==> src/rtl/sap_controller.sv <==
// sap_controller
//   Controller-sequencer for the 8-bit bus machine. A six-state one-hot ring
//   counter (T1..T6) together with the instruction register's opcode nibble
//   is decoded into the control word for every register stage.
//   The machine supports LDA, ADD, SUB, OUT and HLT.
//
// Ports
//   clk    : system clock, all state changes on the rising edge
//   clr    : asynchronous active-low reset
//   opcode : upper nibble of the instruction register; it must be held
//            stable from the end of T3 through T6 because it is not latched
//   t      : one-hot ring state, t[0]=T1 .. t[5]=T6
//   cp, ep : program counter increment / bus enable (active high)
//   lm, ce : MAR load / memory bus enable (active low)
//   li, ei : IR load / IR operand bus enable (active low)
//   la, ea : accumulator load (active low) / bus enable (active high)
//   su, eu : adder/subtractor mode (1 = subtract) / bus enable (active high)
//   lb, lo : B register load / output register load (active low)
//   halt   : machine halted (active high)
module sap_controller #(
   parameter logic [3:0] OP_LDA = 4'h0,
   parameter logic [3:0] OP_ADD = 4'h1,
   parameter logic [3:0] OP_SUB = 4'h2,
   parameter logic [3:0] OP_OUT = 4'hE,
   parameter logic [3:0] OP_HLT = 4'hF
) (
   input  logic       clk,
   input  logic       clr,
   input  logic [3:0] opcode,
   output logic [5:0] t,
   output logic       cp,
   output logic       ep,
   output logic       lm,
   output logic       ce,
   output logic       li,
   output logic       ei,
   output logic       la,
   output logic       ea,
   output logic       su,
   output logic       eu,
   output logic       lb,
   output logic       lo,
   output logic       halt
);

   // The state encoding is the one-hot ring itself, so t is the raw state.
   typedef enum logic [5:0] {
      T1 = 6'b000001,
      T2 = 6'b000010,
      T3 = 6'b000100,
      T4 = 6'b001000,
      T5 = 6'b010000,
      T6 = 6'b100000
   } state_e;

   state_e state_q, state_d;
   logic   halted_q, halted_d;

   // Next-state logic. Once halted, the ring freezes at T4 until clr.
   always_comb begin
      state_d  = state_q;
      halted_d = halted_q;
      if (!halted_q) begin
         if (state_q == T4 && opcode == OP_HLT) begin
            halted_d = 1'b1;
         end else begin
            case (state_q)
               T1:      state_d = T2;
               T2:      state_d = T3;
               T3:      state_d = T4;
               T4:      state_d = T5;
               T5:      state_d = T6;
               T6:      state_d = T1;
               default: state_d = T1;
            endcase
         end
      end
   end

   always_ff @(posedge clk or negedge clr) begin
      if (!clr) begin
         state_q  <= T1;
         halted_q <= 1'b0;
      end else begin
         state_q  <= state_d;
         halted_q <= halted_d;
      end
   end

   assign t = state_q;

   // Control decode. Everything starts at the idle word; the decode is gated
   // by clr so that holding reset low yields the idle word even though the
   // ring sits at T1, and by the halted flag so opcode changes are ignored.
   always_comb begin
      cp = 1'b0;
      ep = 1'b0;
      lm = 1'b1;
      ce = 1'b1;
      li = 1'b1;
      ei = 1'b1;
      la = 1'b1;
      ea = 1'b0;
      su = 1'b0;
      eu = 1'b0;
      lb = 1'b1;
      lo = 1'b1;
      if (clr && !halted_q) begin
         case (state_q)
            T1: begin
               ep = 1'b1;
               lm = 1'b0;
            end
            T2: cp = 1'b1;
            T3: begin
               ce = 1'b0;
               li = 1'b0;
            end
            T4: begin
               if (opcode == OP_LDA || opcode == OP_ADD || opcode == OP_SUB) begin
                  ei = 1'b0;
                  lm = 1'b0;
               end else if (opcode == OP_OUT) begin
                  ea = 1'b1;
                  lo = 1'b0;
               end
            end
            T5: begin
               if (opcode == OP_LDA) begin
                  ce = 1'b0;
                  la = 1'b0;
               end else if (opcode == OP_ADD || opcode == OP_SUB) begin
                  ce = 1'b0;
                  lb = 1'b0;
               end
            end
            T6: begin
               if (opcode == OP_ADD || opcode == OP_SUB) begin
                  eu = 1'b1;
                  la = 1'b0;
                  su = (opcode == OP_SUB);
               end
            end
            default: ;
         endcase
      end
   end

   // HLT asserts halt combinationally in T4, then the flag holds it.
   assign halt = clr & (halted_q | (state_q == T4 && opcode == OP_HLT));

endmodule

==> config.mk <==
export PLATFORM = sky130hd
export DESIGN_NAME = sap_controller
export DESIGN_NICKNAME = d
export VERILOG_FILES = /design/src/rtl/sap_controller.sv
export SDC_FILE = /design/constraint.sdc
export NUM_CORES = 1
export LEC_CHECK = 0
export ABC_AREA = 1
export ABC_CLOCK_PERIOD_IN_PS = 1100
export BUFFER_PORTS_ARGS = -buffer_cell sky130_fd_sc_hd__buf_2
export CORE_MARGIN = 5
export CORE_UTILIZATION = 39
export CTS_CLUSTER_SIZE = 30
export DETAILED_ROUTE_END_ITERATION = 8
export HOLD_SLACK_MARGIN = 0.03
export PLACE_DENSITY = 0.72
export SLEW_MARGIN = 20
export SYNTH_ARGS = -nofsm -noshare
export SYNTH_HDL_FRONTEND = slang
export SYNTH_SLANG_ARGS = --single-unit
==> constraint.sdc <==
create_clock -name clk -period 1.1 [get_ports clk]
set_input_delay 0.11 -clock clk [delete_from_list [all_inputs] [get_ports clk]]
set_output_delay 0.11 -clock clk [all_outputs]
set_load 0.01 [all_outputs]
* Word-level counts from Yosys, hierarchy flattened
Cells that the tools add are included.
Operators by class: $add $sub $neg 0, eq/ne operators 10, divide/modulo/power cells 0, bitwise logic cells 4, $lt $le $gt $ge 0, reductions and logical operators 8, mux-type cells 38, multipliers 0, shifts and indexed selects 0
Operator list (count):
- 1-bit 2-to-1 mux | 34
- 6-bit case mux with 5 select lines | 1
- 4-bit == test (second input constant) | 2
- 6-bit by 1-bit == test with 1-bit output (second input constant) | 1
- 6-bit by 2-bit == test with 1-bit output (second input constant) | 1
- 6-bit by 3-bit == test with 1-bit output (second input constant) | 1
- 6-bit by 4-bit == test with 1-bit output (second input constant) | 1
- 6-bit by 5-bit == test with 1-bit output (second input constant) | 1
- 6-bit == test (second input constant) | 1
- 1-bit case mux with 2 select lines | 3
- 4-bit by 1-bit == test with 1-bit output (second input constant) | 1
- 4-bit by 2-bit == test with 1-bit output (second input constant) | 1
- 4-bit zero test | 1
- 1-bit logical OR | 3
- 1-bit logical AND | 2
- 1-bit inverter | 2
- 2-bit AND reduction | 1
- 1-bit AND | 1
- 1-bit zero test | 1
- 1-bit OR | 1
Storage, ports and cells: memory bits (writable) 0, word-level logic and storage cells 62, register bits after elaboration 7, memories kept 0, memory bits (read-only) 0, latch bits 0

* Depth between registers and ports, before layout
depth in word-level cells 6, depth in mapped cells 8, mapped depth without buffers 7

* Least setup slack after synthesis
Ideal clock, no wire load.
path kind reg2out, start point register state_q[4] (netlist: t[4]), end point output ea, slack -0.193 ns, required time 0.990 ns, stages on the path, launching flop included 6, path buffers 0, arrival time 1.183 ns, cell sequence dfrtp_1 inv_1 nand2_1 nor3_1 nand2_1 inv_1
Between the ends: cells in the longest elaborated chain, start to end 3
Ends and longest elaborated chain:
- start, declared | RTL line 56 | state_e state_q, state_d;
- start signal, assigned | RTL line 85 | state_q <= state_d;
- 6-bit by 4-bit == test with 1-bit output | RTL line 109 | case (state_q)
- 1-bit 2-to-1 mux | RTL line 109
- 1-bit 2-to-1 mux | RTL line 108 | if (clr && !halted_q) begin
- end, declared | RTL line 38 | output logic ea,
No other way between the ends.

* Final worst setup path
start point register state_q[1] (netlist: t[1]), end point output ce
Between the ends: cells in the longest elaborated chain, start to end 3
Ends and longest elaborated chain:
- 6-bit by 5-bit == test with 1-bit output or 6-bit by 3-bit == test with 1-bit output (tied branches) | RTL line 109
- 1-bit case mux with 2 select lines (*) | RTL line 109
- 1-bit 2-to-1 mux (*) | RTL line 108
- end, declared | RTL line 34 | output logic ce,
Every way passes the cells marked *; elsewhere a longest branch is shown, timed or not.

==> results.json <==
{
  "status": "finished, violations left",
  "violations": "setup timing",
  "cts_max_level": 1,
  "rsz0062_at_grt": "yes",
  "gp_congestion": 0.7898,
  "holdWs_ns": 0.3457,
  "grt_max_degree": 8,
  "fp.dieH_um": 46.62,
  "leakage_uw": 0.0005408,
  "post-route-period-util_pct": 142.2,
  "utilization_pct": 87.15,
  "syn_nets": 91,
  "antenna_cells": 0,
  "synthCells": 85,
  "grt_overflow": 0,
  "wl_per_cell_um": 14.47,
  "path_max_fanout": 3,
  "place_area_um2": 807.0,
  "end_kind": "output pin",
  "worstMarginPinSlew_ns": 0.3960,
  "grt_usage_pct": 19.92,
  "critPathMaxStageDelay_ns": 0.41,
  "crit_buf_inv": 3,
  "synth-seq-cells": 7,
  "stdcell_area_mm2": 0.001120,
  "core-area_mm2": 0.001285,
  "drive_above_1_share_pct": 65.96,
  "ys_types": 17,
  "cts_tree": "yes",
  "ys_warn_count": 0,
  "avgSynthCellArea_um2": 6.153,
  "post-route-drc-count": 0,
  "slew_headroom_pct": 73.57,
  "grt_pass1_wl_mm": 3.042,
  "dr.pass1.iters": 4,
  "power_density_mw_per_mm2": 486.0,
  "cpMaxStageDelayCell": "dfrtp_1",
  "path_cells": "buf_4 -> inv_4 -> nand2_4 -> nor2_4 -> nand2_2 -> nor2_4 -> nor2_2 -> buf_2",
  "fin_ws_ns": -0.4638,
  "grt_pass1_vias": 681,
  "wl_met1_um": 855,
  "crit_path_frequent_cell": "nor2_4",
  "cts_buffers": 3,
  "vias": 782,
  "viasPerCell": 5.013,
  "hold_viol_final": 0,
  "clk_path_buf_depth": 2,
  "cp-start-kind": "flip-flop",
  "root_buffer": "clkbuf_4",
  "power_uw": 544.2,
  "worstPathRequired_ns": 0.99,
  "syn_to_final_growth_pct": 114.1,
  "wl_mm": 2.257,
  "cp_top_family": "simple AND/OR/NAND/NOR gates",
  "met2WireLength_mm": 1.193,
  "dp_slack_ns": -0.2258,
  "place_hpwl_mm": 1.260,
  "port_buffers": 24,
  "die_area_mm2": 0.002173,
  "maxUsedRoutingLayer": "met4",
  "maxSlewViolCount": 0,
  "cp.arrival_ns": 1.45,
  "clkTransAtPathRegs_ns": 0.05,
  "clk_latency_ns": 0.25,
  "wl_met3_um": 165,
  "finalSetupViolations": 22,
  "syn-cell-area_um2": 523.0,
  "die_w_um": 46.62,
  "finClkSkew_ns": 0.0009992,
  "drtIter0Drc": 18,
  "crit_type": "flip-flop to output pin",
  "antenna_found_initial": 0,
  "start_util_pct": 40.70,
  "max_freq_mhz": 639.5,
  "ir_worst_vdd_mv": 0.5899,
  "fin_nets": 148,
  "seq_area_frac_synth_pct": 33.73,
  "period_minus_slack_ns": 1.564,
  "cap_violations": 0,
  "rows": 13,
  "clock_sinks": 7,
  "hold_class": "primary input to async pin",
  "ant_nets": 0,
  "ioPinCount": 25
}
-- area by class of cell --
type	count	area [um^2]
sequential	7	177.7
inverter	16	62.56
clock buffer	4	26.28
fill	80	165.2
multi-input combinational	62	466.7
timing repair buffer	52	367.9
tap	15	18.77
-- repair_timing --
| item | in CTS | in global routing |
|---|---|---|
| hold endpoints to repair | 7 | 0 |
| buffers inserted | 4 | 8 |
| pin swaps | 7 | 8 |
| cloned | 1 | 0 |
| hold buffers | 1 | 0 |
| setup endpoints to repair | 21 | 22 |
| gates resized for setup | 25 | 24 |
-- kinds of logic (layout without fill, tap and decap cells) --
family,Yosys count,after routing,share of synthesized area [%]
buffers and inverters,17,72,13.64
AOI/OAI and AO/OA,11,11,11.24
DFF,7,7,33.73
and+or+nand+nor,50,51,41.39
-- report_power, final --
| group | total (uW) | switching [uW] | internal (uW) |
|---|---|---|---|
| clock network | 237 | 98.3 | 139 |
| registers | 258 | 0 | 258 |
| logic | 49.3 | 29.6 | 19.7 |
| total | 544 | 128 | 416 |
-- synthesized netlist by cell type (all sizes together) --
master / number / area (um^2)
nor2: 19 / 71.32
nand2: 18 / 70.07
inv: 16 / 60.06
o21ai: 8 / 43.79
dfrtp: 6 / 150.1
nand3: 6 / 35.03
a21oi: 3 / 15.01
nor3: 3 / 15.01
nand4: 2 / 12.51
buf: 1 / 11.26
dfstp: 1 / 26.28
nor4: 1 / 6.260
or2: 1 / 6.260
-- per-stage QoR --
stage	std cells	setup TNS, ns
global route	156	-8.782
CTS	148	-5.519
global placement	138	-2.439
finish	156	-7.455
detailed placement	138	-2.570
floorplan	85	-0.7947
-- worst reg2reg max path: cells and delay by family (launching register included) --
family                 cells  cell delay [ns]
AND/OR/NAND/NOR            5             0.47
flip-flops                 1             0.41
buffers and inverters      3             0.36
AO/OA/AOI/OAI              1             0.08
-- routing by layer --
layer,up-vias,track usage (%)
li1,377,-
met1,367,22.17
met2,34,37.64
met3,4,3.516
met4,0,6.077
met5,-,0
-- state kept, by name, summed over array words and instances, names as in the netlist --
| name | cells |
|---|---|
| t | 6 |
| halted_q | 1 |
-- path summary, 6_finish.rpt --
kind | start | slack, ns | end | cells past startpoint
min in group clk | opcode[2] | 0.53 | su | 3
hold reg to reg | t[4] | 0.59 | t[4] | 2
setup reg to reg | t[1] | -0.29 | t[5] | 9
hold / removal | clr | 0.35 | t[4] | 3
max in group asynchronous | clr | 0.55 | t[0] | 3
setup / recovery | t[1] | -0.46 | ce | 8
-- layout by cell type (no fill, tap or decap), types with 3 or more instances in the layout --
cell	n
buf_4	21
o21ai_0	3
dfrtp_1	5
nand2_1	9
nor2_2	4
nand3_1	3
buf_6	8
nand2_4	3
clkbuf_4	3
o21ai_2	3
buf_2	22
nand2_2	5
inv_1	10
nor2_1	8
inv_2	5
nor2_4	7
Power figures use the tool's default switching activity.
